`src/rtl/cpu_io_pkg.sv`:
```
// Shared word type and change-detect helper for the CPU I/O bridge and the
// host-side models that talk to risc_v.
package cpu_io_pkg;

    localparam int WORD_W = 32;

    typedef logic [WORD_W-1:0] word_t;

    // A new CPU output word is one that differs from the last sampled value,
    // optionally ignoring transitions to zero (idle pin state).
    function automatic logic out_changed(input word_t cur, input word_t prev, input logic skip_zero);
        return (cur != prev) && !(skip_zero && (cur == '0));
    endfunction

endpackage

```
`src/rtl/sync_fifo.sv`:
```
// Single-clock FIFO with registered storage and head-of-queue read; a push
// into a full FIFO is accepted only when a pop frees the slot that same cycle.
module sync_fifo
    import cpu_io_pkg::*;
#(
    parameter int  DEPTH = 8,
    parameter type T     = word_t,
    localparam int PTR_W = $clog2(DEPTH),
    localparam int CNT_W = PTR_W + 1
) (
    input  logic             clk,
    input  logic             srst,
    input  logic             push,
    input  T                 wdata,
    input  logic             pop,
    output T                 rdata,
    output logic             full,
    output logic             empty,
    output logic [CNT_W-1:0] count
);

    T                 mem [DEPTH];
    logic [PTR_W-1:0] wr_ptr_reg;
    logic [PTR_W-1:0] rd_ptr_reg;
    logic [CNT_W-1:0] count_reg;
    logic             pop_ok;
    logic             push_ok;

    assign empty   = (count_reg == '0);
    assign full    = (count_reg == CNT_W'(DEPTH));
    assign pop_ok  = pop && !empty;
    assign push_ok = push && (!full || pop_ok);

    // Head is read straight from the registered array so a word written at an
    // edge is visible on rdata right after that edge.
    assign rdata = mem[rd_ptr_reg];
    assign count = count_reg;

    always_ff @(posedge clk) begin
        if (push_ok) begin
            mem[wr_ptr_reg] <= wdata;
        end
    end

    always_ff @(posedge clk) begin
        if (srst) begin
            wr_ptr_reg <= '0;
            rd_ptr_reg <= '0;
            count_reg  <= '0;
        end else begin
            if (push_ok) begin
                wr_ptr_reg <= wr_ptr_reg + PTR_W'(1);
            end
            if (pop_ok) begin
                rd_ptr_reg <= rd_ptr_reg + PTR_W'(1);
            end
            case ({push_ok, pop_ok})
                2'b10:   count_reg <= count_reg + CNT_W'(1);
                2'b01:   count_reg <= count_reg - CNT_W'(1);
                default: count_reg <= count_reg;
            endcase
        end
    end

endmodule

```
`src/rtl/cpu_io_bridge.sv`:
```
// Host-side bridge for the CPU word I/O pins: queues each new CPUOut value to
// the host and feeds host words into CPUIn with a minimum observation time.
module cpu_io_bridge
    import cpu_io_pkg::*;
#(
    parameter int    FIFO_DEPTH = 8,
    parameter int    SKIP_ZERO  = 1,
    parameter int    IN_HOLD    = 4,
    parameter word_t IN_RESET   = '0
) (
    input  logic                        CLK,
    input  logic                        Reset,
    input  word_t                       CPUOut,
    output word_t                       CPUIn,
    output word_t                       OutData,
    output logic                        OutValid,
    input  logic                        OutReady,
    output logic [$clog2(FIFO_DEPTH):0] OutCount,
    input  word_t                       InData,
    input  logic                        InValid,
    output logic                        InReady,
    output logic                        Overflow
);

    localparam int HOLD_W = (IN_HOLD > 0) ? $clog2(IN_HOLD + 1) : 1;

    word_t             prev_out_reg;
    word_t             cpu_in_reg;
    logic [HOLD_W-1:0] hold_cnt_reg;
    logic              overflow_reg;
    logic              push;
    logic              pop;
    logic              fifo_full;
    logic              fifo_empty;

    assign push = out_changed(CPUOut, prev_out_reg, SKIP_ZERO != 0);
    assign pop  = OutValid && OutReady;

    sync_fifo #(
        .DEPTH (FIFO_DEPTH),
        .T     (word_t)
    ) u_out_fifo (
        .clk   (CLK),
        .srst  (Reset),
        .push  (push),
        .wdata (CPUOut),
        .pop   (pop),
        .rdata (OutData),
        .full  (fifo_full),
        .empty (fifo_empty),
        .count (OutCount)
    );

    assign OutValid = !fifo_empty;

    // prev_out tracks every sample, skipped zeros included, so a return to the
    // previous non-zero value is seen as a fresh change.
    always_ff @(posedge CLK) begin
        if (Reset) begin
            prev_out_reg <= '0;
            overflow_reg <= 1'b0;
        end else begin
            prev_out_reg <= CPUOut;
            if (push && fifo_full && !pop) begin
                overflow_reg <= 1'b1;
            end
        end
    end

    assign Overflow = overflow_reg;

    always_ff @(posedge CLK) begin
        if (Reset) begin
            cpu_in_reg   <= IN_RESET;
            hold_cnt_reg <= '0;
        end else if (hold_cnt_reg != '0) begin
            hold_cnt_reg <= hold_cnt_reg - HOLD_W'(1);
        end else if (InValid) begin
            cpu_in_reg   <= InData;
            hold_cnt_reg <= HOLD_W'(IN_HOLD);
        end
    end

    assign CPUIn   = cpu_in_reg;
    assign InReady = (hold_cnt_reg == '0);

endmodule

```
`config.mk`:
```
export PLATFORM = sky130hd
export DESIGN_NAME = cpu_io_bridge
export DESIGN_NICKNAME = d
export VERILOG_FILES = /design/src/rtl/cpu_io_pkg.sv /design/src/rtl/sync_fifo.sv /design/src/rtl/cpu_io_bridge.sv
export SDC_FILE = /design/constraint.sdc
export NUM_CORES = 1
export LEC_CHECK = 0
export BUFFER_PORTS_ARGS = -buffer_cell sky130_fd_sc_hd__buf_2
export CAP_MARGIN = 20
export CORE_ASPECT_RATIO = 0.6
export CORE_UTILIZATION = 40
export CTS_BUF_LIST = sky130_fd_sc_hd__clkbuf_16
export CTS_CLUSTER_SIZE = 8
export DETAILED_ROUTE_END_ITERATION = 10
export GPL_TIMING_DRIVEN = 0
export PLACE_DENSITY = 0.62
export SETUP_SLACK_MARGIN = 0.5
export SYNTH_ARGS = -nofsm -noshare
export SYNTH_HDL_FRONTEND = slang
export SYNTH_SLANG_ARGS = --single-unit
```
`constraint.sdc`:
```
create_clock -name CLK -period 5.9 [get_ports CLK]
set_input_delay 0.295 -clock CLK [delete_from_list [all_inputs] [get_ports CLK]]
set_output_delay 0.295 -clock CLK [all_outputs]
set_load 0.01 [all_outputs]
```
==> metrics, run 1 <==
outcome=finished with violations; violated checks=DRC; Relative slew margins=0.2880; first-pass GRT wire length=46070 um; Worst path slowest cell=clkbuf_1; Finished Layout Cells=1436; Avg Inst Size Synth=17.53 um2; RSZ-0062 raised after global routing=no; final count of pins violating max slew=0; fin nets=1058; CTS root buf=clkbuf_16; Static Leak=5.762 nW; origin of the critical flop-to-flop path=prev_out_reg[12]$_SDFF_PP0_; Distinct cells, synth=38; Hold Crit Class=primary input to flip-flop; Main synth FF type=edfxtp_1; final hold slack=0.03734 ns; maxcap violations=0; sequential-to-total area share from yosys stat=0.7244; Inst Count DP=1319; Synth top area share=0.5982; number of synthesized flops with an enable pin=256; WP data arrival=3.10 ns; core area=31410 um2; Total Power=6.599 mW; P&R area growth vs syn=25.40%; critical path class=flip-flop to primary output; ANT cells=0; Syn Nets=807; VDD IR max=0.2389 mV; Site Rows=50; CTS clk-pin slew, worst paths=0.05 ns; fin crit share=0.5754; Vias per Instance=5.083; Top cell by count, worst path=buf_2; CP Launch Type=flip-flop; post-synth design cell area=12850 um2; largest cells by area after synthesis=edfxtp_1 60%, dfxtp_1 13%, mux4_2 11%, mux2_2 2.8%, xnor2_1 2.3%; vias in the first global route=7574; Clock Skews=0.03221 ns; io pins=139; fillcell total=2635; Worst path max stage delay=0.67 ns; DRT antenna net count=0; GPL Wtd Cong=0.7510; Worst EP required=5.61 ns; detailed placer's ending HPWL=19900 um; TritonCTS Sinks=337; IO Port Bufs=138; max FFs per register=256; final hold vios=0; die width=233.4 um; yosys warns=0; Buf+Inv Stages, Crit Path=3; CTS tree=done; DRT iter0 DRCs=577; die height=140.8 um; Worst-Skew Late Latency=0.57 ns; largest net degree at the start of global routing=23; post-cts repair resize count=0; synthesized instance count=733; min Tclk post-route=3.395 ns; Worst Reg2Reg Path Length in Cells=9; grt ovf=0; element type at the critical path end=primary output; Setup violations, final=0; register bit total from synthesis=337; FF-to-FF End=u_out_fifo.mem[4][27]$_DFFE_PP_; First-pass DRT Iterations=8; initial cell density of the core=0.4092; maximum fanout along the worst path=10; Fmax achieved=294.6 MHz; Synth area leader=edfxtp_1; die area=32870 um2; Tightest Pin Transition=1.059 ns; ys async rst share=0; critical path's top delay family=buffers and inverters; Total GRT Usage=0.1885; WL final=29990 um; Residual DRC=6; reg2reg setup slack=2.65 ns; Avg WL per Cell=20.88 um; CP endpoint=OutData[11]; post-layout util=0.5131; share of layout cells above drive strength 1=0.3363; Num CTS Buffers=48; H-tree depth=2; PwrDens=409.5 nW/um2; Vias=7299; clk buf depth=3; WP depth=5; critical-path cell list=clkbuf_1, buf_2, mux4_2, mux2_2, buf_2; initial antenna violation count=0
==> synthesized netlist by cell type, types with 3 or more instances <==
library cell and n:
ha_1 5, inv_1 5, nor3_1 4, mux2_2 32, nor4_1 13, edfxtp_1 256
a21o_1 3, nand2_1 70, nor2b_1 34, buf_1 7, a21oi_1 40, buf_2 6
dfxtp_1 81, clkbuf_1 21, mux4_2 64, xnor2_1 34, nor2_1 17, mux2_4 3
nand4_1 10, nand2b_1 5
==> where the power goes <==
group          internal, mW  switching (mW)
clock network          1.49            1.00
registers              2.73          0.0692
logic                 0.625           0.687
total                  4.84            1.76
==> kinds of logic after synthesis <==
family,Yosys count,synth area share
AO/OA/AOI/OAI,49,0.02239
XOR/XNOR,36,0.02454
adder cells (fa/ha/maj),6,0.006426
buffers and inverters,41,0.01314
flip-flops,337,0.7244
multiplexers,101,0.1453
AND/OR/NAND/NOR,163,0.06387
==> metrics by stage <==
stage	worst slack, ns	TNS [ns]	instance area [um2]
floorplan	1.279	0	12850
CTS	2.453	0	16120
global placement	-2.654	-345.00	14060
detailed placement	2.446	0	14400
finish	2.505	0	16120
global route	2.370	0	16120
==> layout by cell type (no fill, tap or decap), types with 3 or more instances in the layout <==
cell	synthesis	layout
buf_2	6	144
a21o_1	3	3
a21oi_1	40	40
nor2_1	17	17
buf_6	1	9
mux4_2	64	64
nand2_1	70	70
dfxtp_1	81	81
xnor2_1	34	34
clkbuf_16	0	49
mux2_2	32	32
dlygate4sd3_1	0	31
ha_1	5	5
mux2_4	3	3
nor2b_1	34	34
nand4_1	10	10
nor4_1	13	9
clkbuf_1	21	21
nand2b_1	5	5
nor4_2	2	6
buf_1	7	7
edfxtp_1	256	256
buf_4	0	22
inv_1	5	39
==> timing repair <==
| action | 4_1_cts | 5_1_grt |
|---|---|---|
| hold buffers | 31 | 0 |
| setup buffers | 0 | 0 |
| hold endpoints to repair | 31 | 0 |
==> worst min-delay path, cell delays in order <==
cell and delay, ns:
buf_2 0.10, nand2_1 0.07, a21oi_1 0.06
==> metal layers <==
layer / up-vias / GRT usage / wire, um
met1: 3710 / 0.2904 / 14530
li1: 3334 / - / -
met2: 216 / 0.2724 / 13220
met3: 39 / 0.03843 / 1802
met4: 0 / 0.04580 / 439
met5: - / 0 / 0
==> worst min-delay path by stage <==
stage	end	startpoint	cells after the start	slack [ns]
6_report	CPUIn[13]$_SDFFE_PP0P_	InData[13]	3	0.04
5_1_grt	CPUIn[13]$_SDFFE_PP0P_	InData[13]	3	0.02
4_1_cts	CPUIn[13]$_SDFFE_PP0P_	InData[13]	3	0.005
3_5_place_dp	CPUIn[4]$_SDFFE_PP0P_	CPUIn[4]$_SDFFE_PP0P_	2	0.45
3_3_place_gp	CPUIn[20]$_SDFFE_PP0P_	CPUIn[20]$_SDFFE_PP0P_	2	0.44
2_1_floorplan	u_out_fifo.mem[0][0]$_DFFE_PP_	CPUOut[0]	0	0.39
==> cell type report <==
class / count / area [um2] / share of cell area
multi-input cells: 355 / 3411 / 0.2116
well taps: 416 / 520.5 / 0.03230
inverters: 6 / 22.52 / 0.001398
repair buffers: 201 / 1304 / 0.08090
plain buffers: 35 / 146.4 / 0.009084
clock inverters: 37 / 176.4 / 0.01095
clock buffers: 49 / 1226 / 0.07609
flip-flops and latches: 337 / 9309 / 0.5776
Power figures use the tool's default switching activity.
==> run 2, diff against run 1 <==
Settings changed: PLACE_DENSITY 0.62 to 0.64.
Clock period 5.9 ns to 3.05 ns, I/O delays scaled along.
==> run 2 against run 1 <==
  * The run still ends with DRC left
  * Global-route usage up 0.12 points
  * Design area rose by 4.7%
  * Worst hold slack improved by 0.36 ns
  * Total power is 96% higher
  * Sequential cell count did not move
  * Largest power group unchanged
==> metrics, run 2 (synthesized netlist as in run 1, its figures left out) <==
outcome=finished with violations; violated checks=DRC; die width=233.4 um; DRT iter0 DRCs=595; most frequent cells in the layout=256 x edfxtp_1, 134 x buf_2, 78 x dfxtp_1; crit path launch=prev_out_reg[12]$_SDFF_PP0_; fin nets=1089; die area=32870 um2; Tightest Pin Transition=0.7986 ns; fillcell total=2536; CTS clk-pin slew, worst paths=0.05 ns; Fmax achieved=395.1 MHz; initial antenna violation count=2; die height=140.8 um; core area=31410 um2; Worst EP required=3.48 ns; Clock Skews=0.02698 ns; detailed placer's ending HPWL=19290 um; min Tclk post-route=2.531 ns; PwrDens=765.0 nW/um2; Inst Count DP=1304; Worst Reg2Reg Path Length in Cells=12; initial cell density of the core=0.4092; Reg area=9313 um2; post-layout util=0.5373; critical path class=flip-flop to flip-flop; Num CTS Buffers=48; Site Rows=50; Placed Instance Area=14440 um2; clk buf depth=3; area occupied by multi-input gates=3637 um2; maxcap violations=0; WP data arrival=2.96 ns; final count of pins violating max slew=0; Worst path max stage delay=0.45 ns; P&R area growth vs syn=31.30%; Residual DRC=10; first-pass GRT wire length=46250 um; largest net degree at the start of global routing=21; CP endpoint=u_out_fifo.count[3]$_SDFFE_PP0P_; GPL Wtd Cong=0.7640; max FFs per register=256; grt ovf=0; VDD IR max=0.4921 mV; CP Launch Type=flip-flop; fin crit share=0.8298; WL final=30760 um; io pins=139; share of layout cells above drive strength 1=0.3536; reg2reg setup slack=0.52 ns; CTS root buf=clkbuf_16; Vias=7483; final hold vios=0; Hold Crit Class=primary input to flip-flop; critical-path cell list=xnor2_2, nand4_1, nor4_4, a21oi_4, nand2b_4, inv_4, ha_4, a21o_1, a21oi_2, nor3_2, mux2i_1, o311ai_1; Finished Layout Cells=1469; CTS tree=done; vias in the first global route=7649; origin of the critical flop-to-flop path=prev_out_reg[12]$_SDFF_PP0_; TritonCTS Sinks=337; DRT antenna net count=0; H-tree depth=2; element type at the critical path end=flip-flop; Worst-Skew Late Latency=0.57 ns; IO Port Bufs=138; First-pass DRT Iterations=8; Relative slew margins=0.4676; Total GRT Usage=0.1897; FF-to-FF End=u_out_fifo.count[3]$_SDFFE_PP0P_; HP Start=InData[22]; Static Leak=6.054 nW; most common cell after layout, fill and taps aside=edfxtp_1; maximum fanout along the worst path=3; Worst path slowest cell=nor4_4; Avg WL per Cell=20.94 um; Vias per Instance=5.094; RSZ-0062 raised after global routing=yes; design area=16870 um2; Setup violations, final=0
run 2: cell count changes in the layout (fill, tap and decap cells not counted), sizes merged:
cell	change
clkinv	+3
inv	-1
dlygate4sd3	+36
buf	-6
diode	+1
run 2: area by class of cell:
cell class / count / area share
Clock buffer: 48 / 0.07118
Tap cell: 416 / 0.03085
Sequential cell: 337 / 0.5519
Timing Repair Buffer: 232 / 0.1025
Clock inverter: 39 / 0.01283
Buffer: 35 / 0.01357
Antenna cell: 1 / 0.0001483
Inverter: 6 / 0.001483
Multi-Input combinational cell: 355 / 0.2156
run 2: routing by layer:
layer | vias to the layer above | part of all wire | GRT usage
met5 | - | 0 | 0
met4 | 0 | 0.012 | 0.04716
met3 | 37 | 0.059 | 0.04025
met2 | 214 | 0.44 | 0.2692
met1 | 3834 | 0.49 | 0.2952
li1 | 3398 | - | -
run 2: worst max-delay path: cells and delay by family, from the launching register on:
family	cells	cell delay [ns]
AOI/OAI and AO/OA	4	0.58
xor gates and xnor gates	1	0.16
DFF	1	0.32
adders and majority gates	1	0.19
buffers and inverters	1	0.07
muxes	1	0.16
and+or+nand+nor	4	0.90
run 2: worst min path at each step:
stage | endpoint | slack [ns] | cells after the start
floorplan | u_out_fifo.mem[0][0]$_DFFE_PP_ | 0.25 | 0
global route | CPUIn[19]$_SDFFE_PP0P_ | 0.38 | 4
CTS | CPUIn[20]$_SDFFE_PP0P_ | 0.36 | 4
detailed placement | CPUIn[25]$_SDFFE_PP0P_ | 0.40 | 3
global placement | CPUIn[16]$_SDFFE_PP0P_ | 0.39 | 3
finish | CPUIn[22]$_SDFFE_PP0P_ | 0.39 | 4
run 2: timing repair:
action	4_1_cts	5_1_grt
endpoints found under the setup margin	118	62
resized for setup	36	36
gates cloned	0	0
setup buffers	7	3
hold endpoints to repair	326	0
hold buffers	67	0
pin swaps	7	15
run 2: stage by stage:
stage | TNS (ns) | hold slack, ns | setup WS [ns] | power (mW)
2_1_floorplan | 0 | 0.2514 | 0.3254 | 7.139
3_3_place_gp | -191.42 | 0.3921 | -1.329 | 7.942
3_5_place_dp | 0 | 0.3993 | 0.03949 | 8.002
4_1_cts | 0 | 0.3626 | 0.4922 | 13.02
5_1_grt | 0 | 0.3829 | 0.4070 | 13.47
6_report | 0 | 0.3925 | 0.5192 | 12.91
run 2: report_power, final:
group	switching (mW)	total [mW]	internal, mW
clock network	1.97	4.82	2.84
logic	1.34	2.68	1.33
registers	0.145	5.42	5.27
